<file path="config.mk">
export PLATFORM = sky130hd
export DESIGN_NAME = uart_tx_fifo_drain
export DESIGN_NICKNAME = d
export VERILOG_FILES = /design/src/rtl/uart_tx_fifo_drain.sv
export SDC_FILE = /design/constraint.sdc
export NUM_CORES = 1
export LEC_CHECK = 0
export CAP_MARGIN = 20
export CORE_MARGIN = 2
export CORE_UTILIZATION = 40
export CTS_CLUSTER_SIZE = 20
export DETAILED_ROUTE_END_ITERATION = 10
export SKIP_LAST_GASP = 1
export SLEW_MARGIN = 10
export SYNTH_ARGS = -nofsm -noshare
export SYNTH_HDL_FRONTEND = slang
export SYNTH_SLANG_ARGS = --single-unit
</file>
<file path="constraint.sdc">
create_clock -name clk -period 2.9 [get_ports clk]
set_input_delay 0.29 -clock clk [delete_from_list [all_inputs] [get_ports clk]]
set_output_delay 0.29 -clock clk [all_outputs]
set_load 0.05 [all_outputs]
</file>
<file path="src/rtl/uart_tx_fifo_drain.sv">
// ---------------------------------------------------------------------------
// uart_tx_fifo_drain
// UART transmitter sitting on the read side of the TX FIFO. Whenever the FIFO
// is non-empty it pops one byte and serializes it on tx as:
//   start bit (0), DATA_WIDTH data bits LSB first, [even parity], STOP_BITS x 1.
//
// Optional feature macro: UART_TX_PARITY_EN
//   defined   -> a PARITY bit (XOR of the data bits) follows the data bits
//   undefined -> no parity state or logic; DATA goes straight to STOP
//
// Parameters:
//   DATA_WIDTH   data bits per frame (must match the FIFO)
//   CLKS_PER_BIT clk cycles per serial bit, >= 2
//   STOP_BITS    1 or 2
//
// Ports:
//   clk        system clock, rising edge
//   reset      asynchronous, active-low reset
//   fifo_empty FIFO empty flag (only looked at while idle)
//   fifo_dout  FIFO head data, valid one cycle after fifo_empty falls
//   fifo_rd_en FIFO pop strobe, high only during the single FETCH cycle
//   tx         serial line, idle high, registered
//   tx_busy    high whenever the FSM is not idle
//   tx_done    one-cycle pulse after the last stop bit completes
// ---------------------------------------------------------------------------
module uart_tx_fifo_drain #(
  parameter int unsigned DATA_WIDTH   = 8,
  parameter int unsigned CLKS_PER_BIT = 868,
  parameter int unsigned STOP_BITS    = 1
) (
  input  logic                  clk,
  input  logic                  reset,
  input  logic                  fifo_empty,
  input  logic [DATA_WIDTH-1:0] fifo_dout,
  output logic                  fifo_rd_en,
  output logic                  tx,
  output logic                  tx_busy,
  output logic                  tx_done
);

  localparam int unsigned CNT_W = $clog2(CLKS_PER_BIT);
  localparam int unsigned IDX_W = (DATA_WIDTH > 2) ? $clog2(DATA_WIDTH) : 1;

  localparam logic [CNT_W-1:0] CNT_LAST      = CNT_W'(CLKS_PER_BIT - 1);
  localparam logic [IDX_W-1:0] IDX_DATA_LAST = IDX_W'(DATA_WIDTH - 1);
  localparam logic [IDX_W-1:0] IDX_STOP_LAST = IDX_W'(STOP_BITS - 1);

`ifdef UART_TX_PARITY_EN
  typedef enum logic [2:0] {
    S_IDLE   = 3'd0,
    S_FETCH  = 3'd1,
    S_START  = 3'd2,
    S_DATA   = 3'd3,
    S_PARITY = 3'd4,
    S_STOP   = 3'd5
  } state_e;
`else
  typedef enum logic [2:0] {
    S_IDLE   = 3'd0,
    S_FETCH  = 3'd1,
    S_START  = 3'd2,
    S_DATA   = 3'd3,
    S_STOP   = 3'd5
  } state_e;
`endif

  state_e                  state_q, state_d;
  logic [CNT_W-1:0]        cnt_q, cnt_d;
  logic [IDX_W-1:0]        idx_q, idx_d;
  logic [DATA_WIDTH-1:0]   shift_q, shift_d;
  logic                    tx_q, tx_d;
  logic                    busy_q, busy_d;
  logic                    done_q, done_d;
  logic                    rd_en_q, rd_en_d;
`ifdef UART_TX_PARITY_EN
  logic                    parity_q, parity_d;
`endif

  logic                    bit_end;

  // Last cycle of the current bit period.
  assign bit_end = (cnt_q == CNT_LAST);

  // State and datapath registers.
  always_ff @(posedge clk or negedge reset) begin
    if (!reset) begin
      state_q  <= S_IDLE;
      cnt_q    <= '0;
      idx_q    <= '0;
      shift_q  <= '0;
      tx_q     <= 1'b1;
      busy_q   <= 1'b0;
      done_q   <= 1'b0;
      rd_en_q  <= 1'b0;
`ifdef UART_TX_PARITY_EN
      parity_q <= 1'b0;
`endif
    end else begin
      state_q  <= state_d;
      cnt_q    <= cnt_d;
      idx_q    <= idx_d;
      shift_q  <= shift_d;
      tx_q     <= tx_d;
      busy_q   <= busy_d;
      done_q   <= done_d;
      rd_en_q  <= rd_en_d;
`ifdef UART_TX_PARITY_EN
      parity_q <= parity_d;
`endif
    end
  end

  // Next-state and next-output logic.
  always_comb begin
    state_d  = state_q;
    cnt_d    = cnt_q;
    idx_d    = idx_q;
    shift_d  = shift_q;
    tx_d     = tx_q;
    done_d   = 1'b0;
`ifdef UART_TX_PARITY_EN
    parity_d = parity_q;
`endif

    unique case (state_q)
      S_IDLE: begin
        tx_d  = 1'b1;
        cnt_d = '0;
        idx_d = '0;
        if (!fifo_empty) begin
          state_d = S_FETCH;
        end
      end

      // Pop cycle: fifo_dout is already valid, latch it and drive the start bit.
      S_FETCH: begin
        shift_d  = fifo_dout;
        tx_d     = 1'b0;
        cnt_d    = '0;
        idx_d    = '0;
        state_d  = S_START;
`ifdef UART_TX_PARITY_EN
        parity_d = ^fifo_dout;
`endif
      end

      S_START: begin
        if (bit_end) begin
          cnt_d   = '0;
          tx_d    = shift_q[0];
          state_d = S_DATA;
        end else begin
          cnt_d = cnt_q + CNT_W'(1);
        end
      end

      // shift_q[0] is always the bit on the line, so the next one is shift_q[1].
      S_DATA: begin
        if (bit_end) begin
          cnt_d   = '0;
          shift_d = {1'b0, shift_q[DATA_WIDTH-1:1]};
          if (idx_q == IDX_DATA_LAST) begin
            idx_d = '0;
`ifdef UART_TX_PARITY_EN
            tx_d    = parity_q;
            state_d = S_PARITY;
`else
            tx_d    = 1'b1;
            state_d = S_STOP;
`endif
          end else begin
            idx_d = idx_q + IDX_W'(1);
            tx_d  = shift_q[1];
          end
        end else begin
          cnt_d = cnt_q + CNT_W'(1);
        end
      end

`ifdef UART_TX_PARITY_EN
      S_PARITY: begin
        if (bit_end) begin
          cnt_d   = '0;
          tx_d    = 1'b1;
          state_d = S_STOP;
        end else begin
          cnt_d = cnt_q + CNT_W'(1);
        end
      end
`endif

      // idx_q is reused to count stop bits.
      S_STOP: begin
        tx_d = 1'b1;
        if (bit_end) begin
          cnt_d = '0;
          if (idx_q == IDX_STOP_LAST) begin
            idx_d   = '0;
            done_d  = 1'b1;
            state_d = S_IDLE;
          end else begin
            idx_d = idx_q + IDX_W'(1);
          end
        end else begin
          cnt_d = cnt_q + CNT_W'(1);
        end
      end

      default: begin
        tx_d    = 1'b1;
        cnt_d   = '0;
        idx_d   = '0;
        state_d = S_IDLE;
      end
    endcase

    // Flag registers track the state register exactly.
    rd_en_d = (state_d == S_FETCH);
    busy_d  = (state_d != S_IDLE);
  end

  assign fifo_rd_en = rd_en_q;
  assign tx         = tx_q;
  assign tx_busy    = busy_q;
  assign tx_done    = done_q;

endmodule
</file>
==> metrics.csv, run 1 <==
metric,value,unit
max-cap violations,0,
largest net degree at the start of global routing,17,
Max IR drop VDD,0.000133,V
Worst Path Arrival,2.68,ns
fraction of registers with async set or reset after synthesis,100,%
top_reg_cell synth,dfrtp_1,
Top Usage Layer GRT,met2,
Yosys reg bits,28,
Final Slew Violations,0,
DP Area,1600,um^2
Fin. Hold Viols,0,
CTS buffer count,3,
met3 usage,2.14,%
YS warnings,0,
Combinational Power Share,6.0,%
mapped cell area,1420,um^2
global-route wire length before repair,4290,um
Hold Path Class,primary input to async pin,
XOR/XNOR Fraction of Synth Area,4.95,%
All-Layer GR Usage,13.3,%
num rows,21,
status,completed,
DRT Pass-1 Iters,4,
GRT overflow,0,
Crit. End Element,flip-flop,
Overall Power,0.594,mW
Max-slew headroom,54.5,%
fin crit share,84.9,%
worst hold slack,0.328,ns
Setup CP Type,flip-flop to flip-flop,
drt wl/cell,12.7,um
CTS clock-pin slew for the worst setup and hold paths,0.14,ns
sequential fraction of design power,67.3,%
Layout Utilization,48.4,%
via count of the routed design,964,
ANT cells,0,
# DRC,0,
setup TNS,0,ns
worst-margin pin slew,0.678,ns
Period minus WS final,2.46,ns
post-synthesis simple-gate area fraction,17.1,%
Yosys cell types,36,
I/O pin cnt,15,
Switching Share,20.3,%
Pwr Density,365,nW/um^2
post-synthesis sequential area ratio,49.6,%
GR Util met2,23.8,%
number of synthesized flops with an enable pin,0,
number of global-route vias before repair,1025,
syn_nets,143,
Core Footprint,3360,um^2
Via density,5.10,
clock latency on the worst-skew pair,0.31,ns
Synth Area in Compound Gates,8.13,%
Cells after Synth,128,
initial antenna violation count,0,
Net Switching,0.121,mW
CTS Buffer Depth,2,
final setup violation count,0,
Reg area,702,um^2
Clk pwr share,26.7,%
Multi-input gate area,671,um^2
Lkg Pwr,0.732,nW
CP Launch Type,flip-flop,
Fin Clk Skew,0.00204,ns
share of layout cells above drive strength 1,14.0,%
DR iter-0 viols,34,
adder-cell share of the synthesized area,3.54,%
die area,4030,um^2
Final GP Congestion,0.746,
TritonCTS clock tree,yes,
Synth Area per Inst,11.1,um^2
final wirelength,2400,um
mux share of post-synthesis cell area,13.7,%
Die Ht,63.5,um
cts hold-fix bufs,0,
remaining antenna violation count,0,
CTS sink cnt,28,
Chip Width,63.5,um
met1 usage,15.9,%
design area,1630,um^2
maximum fanout along the worst path,8,
worst path required time,3.12,ns
RSZ-0062 raised after global routing,no,
fmax,406,MHz
HPWL after DPL,1780,um
combinational family with the most area after synthesis,simple AND/OR/NAND/NOR gates,
Layout area overhead,14.9,%
internal power,0.473,mW
Post-CTS Setup Bufs,0,
# fillers,349,
cells resized by post-CTS repair,0,
Initial Util,42.1,%
CTS H-Tree Depth,1,
Final Net Count,159,
Buffers on Ports,14,
CTS root buf,clkbuf_4,
-- state kept, by name, indices dropped and copies added (netlist names) --
signal / count
state_q: 3
idx_q: 3
fifo_rd_en: 1
tx: 1
cnt_q: 10
tx_busy: 1
tx_done: 1
shift_q: 8
-- metal layers --
layer,vias up,wire [um]
met5,-,0
met4,0,19
met1,473,1130
li1,481,-
met3,2,55
met2,8,1190
-- logic make-up (layout without fill, tap and decap cells) --
family,Yosys count,after routing
buf+inv,9,24
compound gates,17,17
xor+xnor,8,8
mux,15,15
fa+ha+maj,4,4
simple gates,47,47
flops,28,28
-- metrics by stage --
step / worst slack [ns] / cells
after global routing: 0.327 / 189
after floorplan: 0.627 / 128
after global placement: 0.508 / 185
after CTS: 0.405 / 189
after detailed placement: 0.427 / 185
final: 0.439 / 189
-- worst max-delay path, cell delays in order (launching register included) --
cell     delay, ns
dfrtp_1       0.41
ha_1          0.20
or3b_1        0.36
or4_1         0.52
a211o_1       0.51
mux2_4        0.36
-- cell usage after synthesis, drive strengths merged, types with 2 or more instances --
master / instances / area share (%)
o21ai: 2 / 0.71
and3: 3 / 1.3
dfrtp: 27 / 48
o22ai: 2 / 0.88
mux2: 14 / 13
buf: 2 / 1.1
a32o: 2 / 1.4
xor2: 6 / 3.7
nand2: 8 / 2.1
a21oi: 4 / 1.4
nor4: 2 / 0.88
nand4: 4 / 1.8
nand3: 4 / 1.4
nor2: 15 / 4.0
xnor2: 2 / 1.2
clkbuf: 3 / 0.80
ha: 4 / 3.5
a21o: 2 / 1.1
nand3b: 3 / 1.6
nor2b: 2 / 0.88
nand2b: 2 / 0.88
inv: 4 / 1.1
-- power by group through the flow --
stage / combinational [mW] / clock, mW / sequential, mW
final: 0.0356 / 0.159 / 0.400
after global routing: 0.0393 / 0.185 / 0.401
after CTS: 0.0370 / 0.174 / 0.400
after detailed placement: 0.0367 / 0 / 0.407
after global placement: 0.0357 / 0 / 0.407
after floorplan: 0.0133 / 0 / 0.406
-- layout by cell type, fill, tap and decap left out, types with 3 or more instances in the layout --
cell type,Yosys,final
nand2_1,8,8
a21oi_1,4,4
xor2_1,6,6
and3_1,3,3
ha_1,4,4
clkbuf_4,0,3
clkdlybuf4s50_1,0,14
nand3b_1,3,3
nand4_1,4,4
dfrtp_1,27,27
mux2_4,7,7
inv_1,4,4
mux2_2,7,7
nand3_1,4,4
nor2_1,15,15
-- layout make-up --
type / count / area share (%)
Sequential cell: 28 / 43.2
Tap cell: 46 / 3.54
Inverter: 4 / 0.923
Multi-Input combinational cell: 91 / 41.2
Clock buffer: 4 / 1.62
Timing Repair Buffer: 16 / 9.54
-- path summary, 6_finish.rpt --
path,slack (ns),depth (start not counted),to,from
setup / recovery,0.44,5,shift_q[5],cnt_q[0]
hold / removal,0.33,1,tx_done,reset
setup reg to reg,0.44,5,shift_q[5],cnt_q[0]
hold reg to reg,0.49,1,cnt_q[0],cnt_q[0]
max in group asynchronous,1.94,2,cnt_q[7],reset
min in group clk,0.49,1,cnt_q[0],cnt_q[0]
Power figures use the tool's default switching activity.
==> run 2: changes to the inputs <==
==> constraint.sdc (replaced) <==
create_clock -name clk -period 2.3 [get_ports clk]
set_input_delay 0.23 -clock clk [delete_from_list [all_inputs] [get_ports clk]]
set_output_delay 0.23 -clock clk [all_outputs]
set_load 0.05 [all_outputs]
==> run 2 against run 1 <==
  * Sequential power increased by 26%
  * Cell count is 4.2% higher
  * Via count is 6.3% higher
  * First-iteration DRC count grew 38%
  * Critical path depth unchanged
  * Clock skew rose by 0.0060 ns
  * Flip-flop and latch count did not move
  * Global-route usage increased by 1.6 points
  * Largest cell class unchanged
  * Largest power group unchanged
==> metrics.csv, run 2 (synthesis results as in run 1) <==
metric,value,unit,change
Max IR drop VDD,0.000218,V,+64%
worst-margin pin slew,0.506,ns,-0.171 ns
global-route wire length before repair,4770,um,+11%
die area,4030,um^2,unchanged
drt wl/cell,12.8,um,+0.98%
status,completed,,
DRT Pass-1 Iters,4,,unchanged
CTS H-Tree Depth,1,,unchanged
Initial Util,42.1,%,unchanged
maximum fanout along the worst path,8,,unchanged
Fin Clk Skew,0.00803,ns,+0.00600 ns
ANT cells,0,,unchanged
Crit. End Element,flip-flop,,
# fillers,326,,-6.6%
cts hold-fix bufs,0,,unchanged
All-Layer GR Usage,14.9,%,+1.6 points
final setup violation count,0,,unchanged
Top reg by flops,cnt_q,,
Lkg Pwr,0.780,nW,+6.5%
Final Net Count,167,,+5.0%
highest-count cells in the layout ignoring fill and taps,"27 x dfrtp_1, 15 x nor2_1, 14 x clkdlybuf4s50_1",,
I/O pin cnt,15,,unchanged
Fin. Hold Viols,0,,unchanged
TritonCTS clock tree,yes,,
CTS Buffer Depth,2,,unchanged
Hold Path Class,primary input to async pin,,
Worst Path Arrival,2.44,ns,-0.24 ns
reg2reg path depth,5,,unchanged
fin crit share,96.2,%,+11 points
"commonest non-fill, non-tap cell in the layout",dfrtp_1,,
CTS clock-pin slew for the worst setup and hold paths,0.15,ns,about the same
via count of the routed design,1025,,+6.3%
remaining antenna violation count,0,,unchanged
CTS buffer count,3,,unchanged
Final GP Congestion,0.767,,+2.7%
Final Slew Violations,0,,unchanged
number of global-route vias before repair,1052,,+2.6%
clock latency on the worst-skew pair,0.33,ns,+0.02 ns
num rows,21,,unchanged
Layout Utilization,50.7,%,+2.3 points
worst path required time,2.53,ns,-0.59 ns
Period minus WS final,2.21,ns,-0.248 ns
final wirelength,2520,um,+5.3%
Pwr Density,461,nW/um^2,+26%
largest net degree at the start of global routing,29,,+12
max reg flops,10,,unchanged
GRT overflow,0,,unchanged
DR iter-0 viols,47,,+38%
CTS sink cnt,28,,unchanged
initial antenna violation count,0,,unchanged
Die Ht,63.5,um,unchanged
RSZ-0062 raised after global routing,no,,
Setup CP Type,flip-flop to flip-flop,,
max-cap violations,0,,unchanged
Layout area overhead,20.5,%,
CP Launch Type,flip-flop,,
Via density,5.20,,+2.0%
fmax,452,MHz,+11%
top flop regs,"cnt_q (10), shift_q (8)",,
Max-slew headroom,66.1,%,+12 points
Buffers on Ports,14,,unchanged
Chip Width,63.5,um,unchanged
HPWL after DPL,1880,um,+5.7%
share of layout cells above drive strength 1,19.9,%,+5.9 points
# DRC,0,,unchanged
CTS root buf,clkbuf_4,,
Core Footprint,3360,um^2,unchanged
setup TNS,0,ns,unchanged
## run 2: cell type report
cell class,count,area (um^2),area share [%]
flip-flops and latches,28,702,41.2
multi-input cells,91,679,39.8
repair buffers,24,215,12.6
well taps,46,57.6,3.37
clock buffers,4,36.3,2.13
inverters,4,15.0,0.880
## run 2: worst max-delay path, stage by stage (launching register included)
cell     delay [ns]
dfrtp_1        0.39
ha_1           0.16
or3b_1         0.36
or4_1          0.46
a211o_4        0.42
mux2_4         0.32
## run 2: final timing paths
path / start / to / slack [ns]
worst min register to register: shift_q[7] / shift_q[7] / 0.52
min in group clk: fifo_empty / fifo_rd_en / 0.43
worst max register to register: cnt_q[1] / shift_q[5] / 0.09
max in group asynchronous: reset / tx / 1.75
worst max-delay path: cnt_q[1] / shift_q[5] / 0.09
worst min-delay path: reset / tx_busy / 0.25
## run 2: per-stage QoR
step	std cells	power (mW)	hold slack, ns	worst slack, ns	instance area (um^2)
3_3_place_gp	192	0.558	0.492	0.0680	1650
6_report	197	0.786	0.249	0.0873	1710
4_1_cts	196	0.801	0.256	0.00670	1690
3_5_place_dp	192	0.559	0.496	0.0304	1650
2_1_floorplan	128	0.528	-0.0656	0.0267	1420
5_1_grt	197	0.826	0.266	0.00887	1710
## run 2: timing repair
item | in CTS | in global routing
resized for setup | 0 | 2
endpoints found under the setup margin | 0 | 7
setup buffers | 0 | 1
## run 2: per-layer routing
metal,global-route usage (%),up-vias,routed length [um]
li1,-,500,-
met1,19.6,513,1170
met2,25.0,10,1270
met3,2.32,2,62
met4,4.89,0,22
met5,0,-,0
## run 2: report_power, final
group	switching [mW]	internal, mW	total, mW	leakage, nW
combinational	0.0155	0.0296	0.0451	0.410
sequential	0.00412	0.500	0.504	0.349
clock	0.141	0.0970	0.238	0.0210
